<file path="config.mk">
export PLATFORM = sky130hd
export DESIGN_NAME = demux_1to8_deser
export DESIGN_NICKNAME = d
export VERILOG_FILES = /design/src/rtl/demux_1to8_deser.sv
export SDC_FILE = /design/constraint.sdc
export NUM_CORES = 1
export LEC_CHECK = 0
export CORE_AREA = 2 2 46 48
export CTS_CLUSTER_SIZE = 24
export DETAILED_ROUTE_END_ITERATION = 16
export DIE_AREA = 0 0 48 50
export HOLD_SLACK_MARGIN = 0.15
export PLACE_DENSITY = 0.79
export SYNTH_ARGS = -nofsm -noshare
export SYNTH_HDL_FRONTEND = slang
export SYNTH_SLANG_ARGS = --single-unit
export TNS_END_PERCENT = 10
</file>
<file path="constraint.sdc">
create_clock -name clk -period 4.2 [get_ports clk]
set_input_delay 0.42 -clock clk [delete_from_list [all_inputs] [get_ports clk]]
set_output_delay 0.42 -clock clk [all_outputs]
set_load 0.01 [all_outputs]
</file>
<file path="src/rtl/demux_1to8_deser.sv">
// rtl/demux_1to8_deser.sv - registered 1-to-WIDTH demultiplexing deserializer
//
// Ports:
//   clk        system clock, rising-edge state updates
//   rst        asynchronous active-high reset
//   clear      synchronous abort of the partially assembled word
//   in_valid   serial beat present on in_bit
//   in_bit     serial data bit, slot 0 first
//   in_ready   block accepts in_bit this cycle
//   sel        slot the next accepted bit is written to
//   out_valid  out_data holds a complete word
//   out_ready  consumer takes out_data this cycle
//   out_data   assembled word, bit k = k-th accepted bit

module demux_1to8_deser #(
  parameter int WIDTH = 8,
  parameter int SEL_W = $clog2(WIDTH)
) (
  input  logic             clk,
  input  logic             rst,
  input  logic             clear,
  input  logic             in_valid,
  input  logic             in_bit,
  output logic             in_ready,
  output logic [SEL_W-1:0] sel,
  output logic             out_valid,
  input  logic             out_ready,
  output logic [WIDTH-1:0] out_data
);

  localparam logic [SEL_W-1:0] LAST_SLOT = SEL_W'(WIDTH - 1);

  logic [SEL_W-1:0] sel_q, sel_d;
  logic [WIDTH-1:0] asm_q, asm_d;
  logic [WIDTH-1:0] out_data_q, out_data_d;
  logic             out_valid_q, out_valid_d;

  logic last_slot;
  logic accept;

  assign last_slot = (sel_q == LAST_SLOT);

  // Only the completing bit needs room in the output register; earlier
  // slots never stall.
  assign in_ready = !clear && (!last_slot || !out_valid_q || out_ready);
  assign accept   = in_valid && in_ready;

  always_comb begin
    sel_d       = sel_q;
    asm_d       = asm_q;
    out_data_d  = out_data_q;
    out_valid_d = out_valid_q;

    // Consumption first; a word completing in the same edge re-asserts
    // out_valid below, giving back-to-back words without a bubble.
    if (out_valid_q && out_ready) begin
      out_valid_d = 1'b0;
    end

    if (clear) begin
      sel_d = '0;
      asm_d = '0;
    end else if (accept) begin
      if (last_slot) begin
        out_data_d            = asm_q;
        out_data_d[WIDTH-1]   = in_bit;
        out_valid_d           = 1'b1;
        asm_d                 = '0;
        sel_d                 = '0;
      end else begin
        asm_d[sel_q] = in_bit;
        sel_d        = sel_q + SEL_W'(1);
      end
    end
  end

  always_ff @(posedge clk or posedge rst) begin
    if (rst) begin
      sel_q       <= '0;
      asm_q       <= '0;
      out_data_q  <= '0;
      out_valid_q <= 1'b0;
    end else begin
      sel_q       <= sel_d;
      asm_q       <= asm_d;
      out_data_q  <= out_data_d;
      out_valid_q <= out_valid_d;
    end
  end

  assign sel       = sel_q;
  assign out_valid = out_valid_q;
  assign out_data  = out_data_q;

endmodule

</file>
==> impl_metrics.toml, run 1 <==
[placed_design]
hpwl_um = 1240
io_buffers = 18
dp.cells = 122
placed_area_um2 = 1140
dp_slack_ps = 1940
gp_congestion = 0.867

[cts]
cts.path.max_buffers = 2
clkTransAtPathRegs_ps = 100
cts_hold_buf = 0
root_buffer = "clkbuf_4"
cts_tree = "done"
insertion_delay_ps = 290
cts_buffers = 3
post_cts_resized = 0
h-tree-depth = 1
clock_sinks = 19
cts_setup_buffers = 0

[global_routing]
grt_usage_pct = 16.8
grt_max_degree = 20
antenna_found_initial = 0
grt_pass1_wl_um = 2860
grt_overflow_total = 0
grt_pass1_vias = 622

[detailed_routing]
wl_um = 1760
drc = 0
route.antenna.remaining_nets = 0
vias_per_cell = 5.33
vias = 671
drt-pass1-iter-count = 4
drt_iter0_markers = 19
wl_per_cell_um = 14.0

[final_layout]
antenna_cells = 0
final_cell_count_no_fill = 126
nNetsFinal = 108
area_delta_synth_final_pct = 21.4
drive_above_1_share_pct = 15.2
design_area_um2 = 1170

[timing]
slew_headroom_pct = 52.8
min_period_ps = 2620
hold_viol = 0
fin_ws_ps = 1580
grt_setup_unrepaired = "false"
slew_violations = 0
finalSetupViolations = 0
clock.fmax_ghz = 0.381
finClkSkew_ps = 6.93
finalSetupTns_ps = 0
tightestPinTransition_ps = 707
timing.final.crit_share_pct = 62.4

[power]
p_comb_share_pct = 10.0
irDropWorstVdd_v = 0.000179
power_uw = 315
power.leakage_uw = 0.000575
power.density_nw_per_um2 = 269
p_sw_uw = 77.5
power.clock.fraction_pct = 29.0
p_int_uw = 237
seq_power_share_pct = 61.0
sw_frac_of_total_pct = 24.6

[worst_setup_path]
worst_path_max_delay_cell = "dfrtp_1"
worst-path-max-fanout = 11
worstSetupStartpointType = "register"
path_class = "reg2out"
end_kind = "output pin"
worstPathArrival_ps = 2200
cp.required_ps = 3780
path_cells = "ha_1 > ha_1 > nand3b_1 > and2_1 > clkdlybuf4s50_1"
worst-r2r-cell-count = 5
cpMostUsedCell = "ha_1"
cp_slowest_stage_delay_ps = 520

[floorplan]
die_height_um = 50
initial_utilization_pct = 50.7
dieArea_um2 = 2400
floorplan.rows = 16
io_pins = 19
core_area_um2 = 1900
die_x_um = 48

[yosys]
netlist_top_cells_area = "dfrtp_1 49%, mux2_4 12%, a211o_1 4.5%"
synth_area_um2 = 965
synth_cell_type_count = 28
yosysWarnings = 0
synth.net_count = 89
synth.top_cell.area_share_pct = 49.3
synth_top_cell_by_area = "dfrtp_1"
ys_seq_area_share_pct = 49.3
ys_seq_elements = 19
syn_area_per_cell_um2 = 11.9
syn-instance-count = 81

[job]
cap_violations = 0

[worst_hold_path]
hold_path.class = "reg2reg"
hold_path_depth = 1

[status]
status = "finished clean"
==> routing by layer <==
layer  wire length [um]  share of wire (%)  global-route usage, %  vias up
met1                877                 50                   25.7      321
met4                 31                1.8                   8.11        0
met5                  0                  0                      0        -
li1                   -                  -                      -      334
met3                 30                1.7                   2.20        2
met2                824                 47                   22.9       14
==> final cells by class <==
class | instances | area [um2]
clock buffers | 3 | 22.5
clock inverters | 1 | 5.00
fillers | 154 | 731
inverters | 3 | 11.3
multi-input cells | 55 | 443
flip-flops and latches | 19 | 475
well taps | 27 | 33.8
repair buffers | 18 | 180
==> registers in the layout, summed over array words and instances, names as in the netlist <==
signal	cells
out_data	8
asm_q	7
sel	3
out_valid	1
==> stage by stage <==
| step | hold WS (ps) | utilization, % |
|---|---|---|
| floorplan | 371 | - |
| global placement | 491 | 60.1 |
| detailed placement | 497 | 60.1 |
| CTS | 522 | 61.6 |
| global route | 535 | 61.6 |
| finish | 518 | 61.6 |
==> Yosys cell counts (all sizes together) <==
cell,instances
a32o,1
a211o,5
a21oi,1
o311a,1
nand4,2
nor2,4
inv,3
o211a,1
o211ai,2
nand4bb,1
nor3b,1
dfrtp,19
nand3b,3
nor3,2
mux2,8
ha,2
buf,4
nor4,1
o21ai,2
and2,2
or3b,1
a31o,2
nand2,5
nor2b,3
nand2b,1
and3,4
==> power by group through the flow <==
stage	combinational (uW)	sequential, uW	clock, uW
after global placement	31.7	195	0
after floorplan	20.3	194	0
after detailed placement	31.6	195	0
after global routing	35.4	193	104
after CTS	32.0	192	94.2
final	31.6	192	91.3
==> critical path, delay by kind of cell, from the launching register on <==
| family | cells | cell delay, ps |
|---|---|---|
| adders and majority gates | 2 | 470 |
| buffers and inverters | 1 | 470 |
| and+or+nand+nor | 2 | 460 |
| DFF | 1 | 520 |
==> kinds of logic after synthesis <==
family	share of synthesized area, %
adder cells (fa/ha/maj)	2.59
flip-flops	49.3
AO/OA/AOI/OAI	12.7
buffers and inverters	4.80
AND/OR/NAND/NOR	18.2
multiplexers	12.5
==> layout by cell type, fill, tap and decap left out, types with 3 or more instances in the layout <==
cell type	n
clkdlybuf4s50_1	18
clkbuf_4	3
and3_1	4
mux2_4	8
nand3b_1	3
dfrtp_1	19
inv_1	3
nand2_1	5
nor2b_1	3
nor2_1	4
a211o_1	5
==> worst paths after layout <==
kind,startpoint,to,slack (ps)
worst min-delay path,out_data[3],out_data[3],520
worst max-delay path,sel[1],in_ready,1580
worst max register to register,sel[1],sel[1],2190
worst min register to register,out_data[3],out_data[3],520
max in group asynchronous,rst,sel[0],3220
min in group asynchronous,rst,out_data[0],530
Power figures use the tool's default switching activity.
==> run 2: changes to the inputs <==
CORE_AREA = 2 2 48 50   (was 2 2 46 48)
DIE_AREA = 0 0 50 52   (was 0 0 48 50)
PLACE_DENSITY = 0.73   (was 0.79)
clock period = 2.5 ns   (was 4.2 ns; I/O delays follow)
==> impl_metrics.toml, run 2 (synthesized netlist as in run 1, its figures left out) <==
[timing]
grt_setup_unrepaired = "false"
slew_violations = 0
timing.final.crit_share_pct = 92.8
finalSetupViolations = 0
slew_headroom_pct = 53.1
clock.fmax_ghz = 0.431
min_period_ps = 2320
tightestPinTransition_ps = 703
finalSetupTns_ps = 0
fin_ws_ps = 180
hold_viol = 0
finClkSkew_ps = 4.40

[final_layout]
fin_util_pct = 56.4
nFillCells = 163
antenna_cells = 0
nNetsFinal = 110
drive_above_1_share_pct = 17.8
final_cell_count_no_fill = 129
area_delta_synth_final_pct = 23.2
final_cell_mix = "18 x clkdlybuf4s50_1, 17 x dfrtp_1, 8 x mux2_4"
largest_reg_flops = 8
layout_commonest_cell = "clkdlybuf4s50_1"
design_area_um2 = 1190

[placed_design]
dp_slack_ps = 343
dp.cells = 123
gp_congestion = 0.906
hpwl_um = 1260
io_buffers = 18
placed_area_um2 = 1140

[worst_setup_path]
worstPathArrival_ps = 2070
endpoint = "in_ready"
worstSetupStartpointType = "register"
r2r_setup_slack_ps = 500
cp.required_ps = 2250
end_kind = "output pin"
r2r-end = "asm_q[1]"
worst-r2r-cell-count = 6
r2r_start = "sel[1]"
worst-path-max-fanout = 10
path_class = "reg2out"
startpoint = "sel[0]"

[floorplan]
dieArea_um2 = 2600
die_x_um = 50
io_pins = 19
core_area_um2 = 2110
die_height_um = 52
floorplan.rows = 17
initial_utilization_pct = 45.8

[worst_hold_path]
hold_path.class = "in2async"

[job]
cap_violations = 0

[detailed_routing]
vias = 733
wl_um = 1850
vias_per_cell = 5.68
wl_per_cell_um = 14.3
route.antenna.remaining_nets = 0
drc = 0
drt_iter0_markers = 23
drt-pass1-iter-count = 4

[global_routing]
grt_max_degree = 20
grt_pass1_wl_um = 3020
antenna_found_initial = 0
grt_overflow_total = 0
grt_pass1_vias = 653
grt_usage_pct = 15.8

[power]
irDropWorstVdd_v = 0.000272
power.density_nw_per_um2 = 449
power.leakage_uw = 0.000578

[status]
status = "finished clean"

[cts]
clkTransAtPathRegs_ps = 110
cts.path.max_buffers = 2
insertion_delay_ps = 300
root_buffer = "clkbuf_4"
cts_buffers = 3
cts_tree = "done"
clock_sinks = 19
h-tree-depth = 1
run 2: critical path: stages, from the launching register on:
cell	delay, ps
dfrtp_2	480
ha_1	220
ha_1	250
nand3b_1	150
and2_1	140
clkdlybuf4s50_1	530
run 2: final cells by class:
| cell class | instances | area [um2] | share of cell area [%] |
|---|---|---|---|
| flip-flops and latches | 19 | 478 | 40.2 |
| well taps | 28 | 35.0 | 2.95 |
| multi-input cells | 55 | 443 | 37.3 |
| inverters | 3 | 11.3 | 0.947 |
| repair buffers | 20 | 195 | 16.4 |
| clock buffers | 4 | 26.3 | 2.21 |
run 2: worst min-delay path by stage:
stage | from | slack [ps] | to
floorplan | rst | 200 | asm_q[0]
global placement | asm_q[4] | 490 | asm_q[4]
detailed placement | out_data[0] | 490 | out_data[0]
CTS | rst | 380 | out_data[5]
global route | rst | 460 | sel[2]
finish | rst | 340 | out_data[1]
run 2: metrics by stage:
stage          total power (uW)  hold WS (ps)
2_1_floorplan               360           201
3_3_place_gp                381           489
3_5_place_dp                382           494
4_1_cts                     538           376
5_1_grt                     563           457
6_report                    534           343
run 2: metal layers:
layer	vias up	global-route usage, %	part of all wire [%]
met5	-	0	0
met4	0	12.0	2.1
met3	4	2.01	3.7
met2	30	23.0	49
met1	358	21.2	45
li1	341	-	-
run 2: repair_timing:
action | in CTS | in global routing
gates cloned | 0 | 0
resized for setup | 1 | 1
hold endpoints to repair | 0 | 0
hold buffers | 0 | 0
setup buffers | 0 | 2
setup endpoints to repair | 1 | 1
pin swaps | 0 | 1
run 2: power by group:
part           switching [uW]  internal [uW]
combinational            26.8           26.2
sequential               10.2            314
clock                    95.1           62.2
total                     132            402
